--- src/rtl/stepper_cmd_ctrl_pkg.sv ---
// Shared constants and types for the stepper command sequencer.
package stepper_cmd_pkg;

   localparam int unsigned CHANNELS = 4;
   localparam logic [3:0]  SYNC     = 4'hA;

   typedef enum logic [1:0] {
      OP_MOVE       = 2'b00,
      OP_STOP       = 2'b01,
      OP_SET_PERIOD = 2'b10,
      OP_CLEAR_ERR  = 2'b11
   } opcode_t;

   typedef enum logic [2:0] {
      S_IDLE,
      S_PAY_HI,
      S_PAY_LO,
      S_COMMIT,
      S_WAIT
   } state_t;

   // A zero period would stall a channel generator, so it is stored as 1.
   function automatic logic [15:0] clamp_period(input logic [15:0] v);
      return (v == 16'd0) ? 16'd1 : v;
   endfunction

endpackage

--- src/rtl/stepper_cmd_ctrl_if.sv ---
// Byte-stream input and per-channel motor control bundle.
interface stepper_cmd_ctrl_if;
   import stepper_cmd_pkg::*;

   logic [7:0]               rx_byte;
   logic                     rbyte_ready;
   logic [CHANNELS-1:0]      mot_busy;
   logic [CHANNELS-1:0]      mot_dir;
   logic [CHANNELS*15-1:0]   mot_steps;
   logic [CHANNELS*16-1:0]   mot_period;
   logic [CHANNELS-1:0]      mot_load;
   logic [CHANNELS-1:0]      mot_stop;
   logic [2:0]               err;

   // Byte source and channel generators side.
   modport master (
      output rx_byte, rbyte_ready, mot_busy,
      input  mot_dir, mot_steps, mot_period, mot_load, mot_stop, err
   );

   // Command sequencer side.
   modport slave (
      input  rx_byte, rbyte_ready, mot_busy,
      output mot_dir, mot_steps, mot_period, mot_load, mot_stop, err
   );

endinterface

--- src/rtl/stepper_cmd_ctrl.sv ---
// Parses framed command packets from the UART byte stream and drives
// direction, step count, period, move and stop strobes for four channels.
module stepper_cmd_ctrl
   import stepper_cmd_pkg::*;
#(
   parameter int unsigned TIMEOUT        = 80000,
   parameter logic [15:0] DEFAULT_PERIOD = 16'd8000
)(
   input  logic               clk,
   input  logic               reset,
   stepper_cmd_ctrl_if.slave  bus
);

   localparam int unsigned    TCW   = $clog2(TIMEOUT) + 1;
   localparam logic [TCW-1:0] TLAST = TCW'(TIMEOUT - 1);

   state_t                  r_state;
   logic [1:0]              r_idx;
   opcode_t                 r_op;
   logic [7:0]              r_hi;
   logic [7:0]              r_lo;
   logic [TCW-1:0]          r_tcnt;
   logic [CHANNELS-1:0]     r_dir;
   logic [CHANNELS*15-1:0]  r_steps;
   logic [CHANNELS*16-1:0]  r_period;
   logic [CHANNELS-1:0]     r_load;
   logic [CHANNELS-1:0]     r_stop;
   logic [2:0]              r_err;

   logic                    w_sync_ok;
   logic [1:0]              w_hidx;
   opcode_t                 w_hop;
   logic                    w_is_stop;
   logic                    w_stop_own;
   logic [15:0]             w_payload;
   logic                    w_in_payload;
   logic                    w_timeout;
   logic                    w_busy_idx;
   logic [2:0]              w_err_set;
   logic                    w_err_clr;

   assign w_sync_ok    = (bus.rx_byte[7:4] == SYNC);
   assign w_hidx       = bus.rx_byte[3:2];
   assign w_hop        = opcode_t'(bus.rx_byte[1:0]);
   assign w_is_stop    = bus.rbyte_ready && w_sync_ok && (w_hop == OP_STOP);
   assign w_stop_own   = w_is_stop && (w_hidx == r_idx);
   assign w_payload    = {r_hi, r_lo};
   assign w_in_payload = (r_state == S_PAY_HI) || (r_state == S_PAY_LO);
   assign w_timeout    = w_in_payload && !bus.rbyte_ready && (r_tcnt == TLAST);
   assign w_busy_idx   = bus.mot_busy[r_idx];

   assign bus.mot_dir    = r_dir;
   assign bus.mot_steps  = r_steps;
   assign bus.mot_period = r_period;
   assign bus.mot_load   = r_load;
   assign bus.mot_stop   = r_stop;
   assign bus.err        = r_err;

   // Error set/clear decode; a byte taken in COMMIT is silently dropped.
   always_comb begin
      w_err_set = '0;
      w_err_clr = 1'b0;
      if (bus.rbyte_ready) begin
         if (r_state == S_IDLE) begin
            if (!w_sync_ok)
               w_err_set[0] = 1'b1;
            else if (w_hop == OP_CLEAR_ERR)
               w_err_clr = 1'b1;
         end else if (r_state == S_WAIT && !w_is_stop) begin
            w_err_set[1] = 1'b1;
         end
      end
      if (w_timeout)
         w_err_set[2] = 1'b1;
   end

   // Command FSM with register file, timeout counter and registered strobes.
   always_ff @(posedge clk or posedge reset) begin
      if (reset) begin
         r_state  <= S_IDLE;
         r_idx    <= '0;
         r_op     <= OP_MOVE;
         r_hi     <= '0;
         r_lo     <= '0;
         r_tcnt   <= '0;
         r_dir    <= '0;
         r_steps  <= '0;
         r_period <= {CHANNELS{DEFAULT_PERIOD}};
         r_load   <= '0;
         r_stop   <= '0;
         r_err    <= '0;
      end else begin
         r_load <= '0;
         r_stop <= '0;
         r_err  <= (w_err_clr ? 3'b000 : r_err) | w_err_set;

         case (r_state)
            S_IDLE: begin
               r_tcnt <= '0;
               if (bus.rbyte_ready && w_sync_ok) begin
                  case (w_hop)
                     OP_STOP: r_stop[w_hidx] <= 1'b1;
                     OP_MOVE, OP_SET_PERIOD: begin
                        r_idx   <= w_hidx;
                        r_op    <= w_hop;
                        r_state <= S_PAY_HI;
                     end
                     default: ;
                  endcase
               end
            end

            S_PAY_HI: begin
               if (bus.rbyte_ready) begin
                  r_hi    <= bus.rx_byte;
                  r_tcnt  <= '0;
                  r_state <= S_PAY_LO;
               end else if (w_timeout) begin
                  r_tcnt  <= '0;
                  r_state <= S_IDLE;
               end else begin
                  r_tcnt  <= r_tcnt + 1'b1;
               end
            end

            S_PAY_LO: begin
               if (bus.rbyte_ready) begin
                  r_lo    <= bus.rx_byte;
                  r_tcnt  <= '0;
                  r_state <= S_COMMIT;
               end else if (w_timeout) begin
                  r_tcnt  <= '0;
                  r_state <= S_IDLE;
               end else begin
                  r_tcnt  <= r_tcnt + 1'b1;
               end
            end

            S_COMMIT: begin
               r_tcnt <= '0;
               if (r_op == OP_SET_PERIOD) begin
                  r_period[r_idx*16 +: 16] <= clamp_period(w_payload);
                  r_state <= S_IDLE;
               end else if (w_payload[14:0] == 15'd0) begin
                  r_state <= S_IDLE;
               end else if (!w_busy_idx) begin
                  r_dir[r_idx]             <= w_payload[15];
                  r_steps[r_idx*15 +: 15]  <= w_payload[14:0];
                  r_load[r_idx]            <= 1'b1;
                  r_state                  <= S_IDLE;
               end else begin
                  r_state <= S_WAIT;
               end
            end

            S_WAIT: begin
               r_tcnt <= '0;
               if (w_is_stop)
                  r_stop[w_hidx] <= 1'b1;
               // A stop aimed at the waiting channel cancels the move even
               // if busy drops in the same cycle.
               if (w_stop_own) begin
                  r_state <= S_IDLE;
               end else if (!w_busy_idx) begin
                  r_dir[r_idx]             <= w_payload[15];
                  r_steps[r_idx*15 +: 15]  <= w_payload[14:0];
                  r_load[r_idx]            <= 1'b1;
                  r_state                  <= S_IDLE;
               end
            end

            default: begin
               r_tcnt  <= '0;
               r_state <= S_IDLE;
            end
         endcase
      end
   end

endmodule

--- src/flat_wrapper.sv ---
// flat-port wrapper written by rule: the top's interface ports become plain ports
module stepper_cmd_ctrl_flat import stepper_cmd_pkg::*;
#(
   parameter int unsigned TIMEOUT        = 80000,
   parameter logic [15:0] DEFAULT_PERIOD = 16'd8000
)
  (clk, reset, bus_rx_byte, bus_rbyte_ready, bus_mot_busy, bus_mot_dir, bus_mot_steps, bus_mot_period, bus_mot_load, bus_mot_stop, bus_err);
  stepper_cmd_ctrl_if bus_i ();
  input  logic clk;
  input  logic reset;
  input wire logic [$bits(bus_i.rx_byte)-1:0] bus_rx_byte;
  input wire logic [$bits(bus_i.rbyte_ready)-1:0] bus_rbyte_ready;
  input wire logic [$bits(bus_i.mot_busy)-1:0] bus_mot_busy;
  output wire logic [$bits(bus_i.mot_dir)-1:0] bus_mot_dir;
  output wire logic [$bits(bus_i.mot_steps)-1:0] bus_mot_steps;
  output wire logic [$bits(bus_i.mot_period)-1:0] bus_mot_period;
  output wire logic [$bits(bus_i.mot_load)-1:0] bus_mot_load;
  output wire logic [$bits(bus_i.mot_stop)-1:0] bus_mot_stop;
  output wire logic [$bits(bus_i.err)-1:0] bus_err;
  assign bus_i.rx_byte = bus_rx_byte;
  assign bus_i.rbyte_ready = bus_rbyte_ready;
  assign bus_i.mot_busy = bus_mot_busy;
  assign bus_mot_dir = bus_i.mot_dir;
  assign bus_mot_steps = bus_i.mot_steps;
  assign bus_mot_period = bus_i.mot_period;
  assign bus_mot_load = bus_i.mot_load;
  assign bus_mot_stop = bus_i.mot_stop;
  assign bus_err = bus_i.err;
  stepper_cmd_ctrl #(.TIMEOUT(TIMEOUT), .DEFAULT_PERIOD(DEFAULT_PERIOD)) u_core (.clk(clk), .reset(reset), .bus(bus_i));
endmodule
--- config.mk ---
export PLATFORM = sky130hd
export DESIGN_NAME = stepper_cmd_ctrl_flat
export DESIGN_NICKNAME = d
export VERILOG_FILES = /design/src/rtl/stepper_cmd_ctrl_pkg.sv /design/src/rtl/stepper_cmd_ctrl_if.sv /design/src/rtl/stepper_cmd_ctrl.sv /design/src/flat_wrapper.sv
export SDC_FILE = /design/constraint.sdc
export NUM_CORES = 1
export LEC_CHECK = 0
export CAP_MARGIN = 20
export CORE_ASPECT_RATIO = 0.8
export CORE_MARGIN = 2
export CORE_UTILIZATION = 52
export DETAILED_ROUTE_END_ITERATION = 16
export MAX_ROUTING_LAYER = met4
export PLACE_DENSITY = 0.84
export SETUP_SLACK_MARGIN = 0.3
export SYNTH_ARGS = -nofsm -noshare
export SYNTH_HDL_FRONTEND = slang
export SYNTH_SLANG_ARGS = --single-unit
--- constraint.sdc ---
create_clock -name clk -period 8.7 [get_ports clk]
set_input_delay 1.74 -clock clk [delete_from_list [all_inputs] [get_ports clk]]
set_output_delay 1.74 -clock clk [all_outputs]
set_load 0.1 [all_outputs]
==> metrics.txt <==
status=completed; TritonCTS clock tree=yes; Final period util=46.85%; Synth area leader=dfrtp_1; Num Clock Sinks=180; top cell type's share of synthesized area=49.13%; 1st-pass router iterations=5; Syn-to-layout area delta=28.14%; Longest Clk Path Bufs=2; first-pass GRT wire length=31640 um; H-tree depth=4; Worst path max stage delay=0.98 ns; total negative slack=0 ns; clock latency on the worst-skew pair=0.43 ns; # Post-CTS Setup Buffers=0; 1st-iter DRT viols=446; WP buf/inv=1; Post-Syn Instances=637; fin nets=811; DP Cell Count=956; Top Ports=154; clock-pin transition on the worst setup and hold timing paths=0.06 ns; Initial Util=53.09%; chip width=142.2 um; top_reg_cell synth=dfrtp_1; crit end category=flip-flop; Synth async-reset ratio=100.0%; Cell Pwr Density=307.3 mW/mm2; worst-path maximum fanout=15; detailed placement HPWL=14230 um; Finish-stage setup viols=0; # fillers=1066; total of warnings raised by yosys=0; final hold vios=0; DRC viols=0; syn_nets=660; Max IR drop VDD=231.7 uV; Post-synth EDFFs=0; CP startpoint kind=input pin; diode count=0; RSZ-0062 raised after global routing=no; drt total wl=20520 um; sequential fraction of the synthesis area=57.07%; GP Congestion=0.8464; maximum clock frequency=245.3 MHz; CP max-delay cell=nor3b_4; number of buffers added on ports=153; global route overflow=0; top cells by area, synth=dfrtp_1 (49%), mux2_2 (10%), dfstp_2 (7.9%); CP Class=in2reg; ANT nets after route=0; flops & latches, synth=180; Critical Path RT=9.01 ns; Wirelength per Cell=20.73 um; vias in the first global route=5622; slew margin rel.=22.99%; delay-heaviest family, CP=simple AND/OR/NAND/NOR gates; row count=40; CP arrival=4.39 ns; Vias per Instance=5.598; max-cap violations=0; final slew viol count=0; worst-margin pin slew=1.154 ns; cts hold-fix bufs=0; Pleak=4.487 nW; gr usage total=26.81%; die area=0.01629 mm2; TritonCTS Buffers=17; Cell Chain, Critical Path=clkdlybuf4s50_1 > nand4bb_4 > or4_1 > o221ai_4 > nor3b_4 > mux2_2; Vias=5542; Core Area=0.01496 mm2; Syn Area/Cell=12.47 um2; non-filler cells in the finished layout=990; Synth Cell Area=0.007945 mm2; post-synth cell types=42; antenna violations before repair=0; fraction of layout cells with a size suffix above 1=22.35%; Post-Route Skew=0.004977 ns; Resized Gates After CTS=0; fin crit period=4.076 ns; largest net degree at the start of global routing=104; R2R Setup Slk=5.59 ns; root buffer cell=clkbuf_16; HP Class=reg2reg; Die Height=114.6 um
[worst reg2reg max path, delay by kind of cell (launching register included)]
kind | cells | cell delay (ns)
AOI/OAI and AO/OA | 1 | 0.27
adders and majority gates | 1 | 0.59
buffers and inverters | 1 | 0.29
DFF | 1 | 0.72
and+or+nand+nor | 3 | 1.15
[cell families (layout without fill, tap and decap cells)]
group                    Yosys count  count (layout)  synth area share [%]
AO/OA/AOI/OAI                     31              31                 2.425
XOR/XNOR                          18              18                 1.984
adder cells (fa/ha/maj)            8               8                 1.260
buffers and inverters             46             210                 2.835
flip-flops                       180             180                 57.07
multiplexers                     122             122                 18.61
AND/OR/NAND/NOR                  232             232                 15.81
[sequential cells by signal (all words and copies together), names as in the netlist]
name                   flops
u_core.bus.mot_load        4
u_core.bus.mot_stop        4
u_core.r_idx               2
u_core.bus.mot_period     64
u_core.r_op                2
u_core.r_hi                8
u_core.r_tcnt             18
u_core.bus.mot_steps      60
u_core.bus.mot_dir         4
u_core.r_state             3
u_core.r_lo                8
u_core.bus.err             3
[area by class of cell]
cell class / instances / area (um2) / share of cell area [%]
sequential: 180 / 4534 / 44.54
multi-input combinational: 411 / 3202 / 31.45
timing repair buffer: 157 / 1573 / 15.45
clock buffer: 24 / 501.7 / 4.928
tap: 189 / 236.5 / 2.323
inverter: 21 / 83.83 / 0.8234
clock inverter: 8 / 50.05 / 0.4916
[cells in the mapped netlist, types with 2 or more instances]
cell and n:
mux2_4 33, nand2b_1 5, nor3_1 9, dfrtp_1 156, o21ai_0 21, clkbuf_1 15
a21oi_1 4, nand3_1 27, nor3b_2 2, inv_1 21, or4_1 2, xor2_1 7
nand4_1 2, and3_1 12, nand3b_1 4, nor3b_1 6, buf_2 5, nor4_1 6
xnor2_1 11, nor2_1 27, mux2i_1 15, and2_1 41, buf_6 4, nor2b_1 2
and4_1 2, nand2_1 77, nor3b_4 3, dfstp_2 24, ha_1 8, mux2_2 74
[worst paths after layout]
| path | start | end | depth (start not counted) |
|---|---|---|---|
| max | bus_rx_byte[6] | u_core.bus.mot_steps[43]$_DFFE_PP0P_ | 6 |
| min | u_core.bus.mot_period[26]$_DFFE_PP1P_ | u_core.bus.mot_period[26]$_DFFE_PP1P_ | 2 |
| max reg2reg | u_core.r_idx[0]$_DFFE_PP0P_ | u_core.bus.mot_period[18]$_DFFE_PP0P_ | 6 |
| min reg2reg | u_core.bus.mot_period[26]$_DFFE_PP1P_ | u_core.bus.mot_period[26]$_DFFE_PP1P_ | 2 |
| max in group asynchronous | reset | u_core.r_hi[5]$_DFFE_PP0P_ | 3 |
| min in group asynchronous | reset | u_core.bus.mot_period[33]$_DFFE_PP0P_ | 2 |
[stage by stage]
step           power, mW  hold slack, ns  setup slack [ns]  utilization [%]  instance area [um2]
2_1_floorplan      2.028          0.4474             2.113                -                 7945
3_3_place_gp       2.379          0.4445             4.321            64.17                 9603
3_5_place_dp       2.408          0.4490             4.217            64.17                 9603
4_1_cts            3.126          0.4581             4.640            67.86                10150
5_1_grt            3.241          0.4866             4.552            68.04                10180
6_report           3.129          0.4563             4.624            68.04                10180
[metal layers]
| metal | wire length, um | track usage (%) | up-vias |
|---|---|---|---|
| li1 | - | - | 2471 |
| met1 | 8946 | 35.67 | 2819 |
| met2 | 9585 | 40.81 | 223 |
| met3 | 1574 | 7.068 | 29 |
| met4 | 414 | 8.133 | 0 |
| met5 | 0 | - | - |
[cells in the final DEF, fill, tap and decap left out, types with 5 or more instances in the layout]
master / instances
clkdlybuf4s50_1: 153
and2_1: 41
nand3_1: 27
o21ai_0: 21
clkbuf_8: 5
dfrtp_1: 156
nor2_1: 27
nor4_1: 6
nand2_1: 77
mux2i_1: 15
xnor2_1: 11
inv_1: 20
and3_1: 12
nor3_1: 9
nand2b_1: 5
mux2_2: 74
xor2_1: 7
dfstp_2: 24
ha_1: 8
clkbuf_16: 17
mux2_4: 33
[power by group]
part | switching, mW | internal [mW]
combinational | 0.882 | 0.350
clock | 0.311 | 0.401
sequential | 0.218 | 0.966
total | 1.41 | 1.72
No activity file was read; power rests on OpenSTA's default activity.
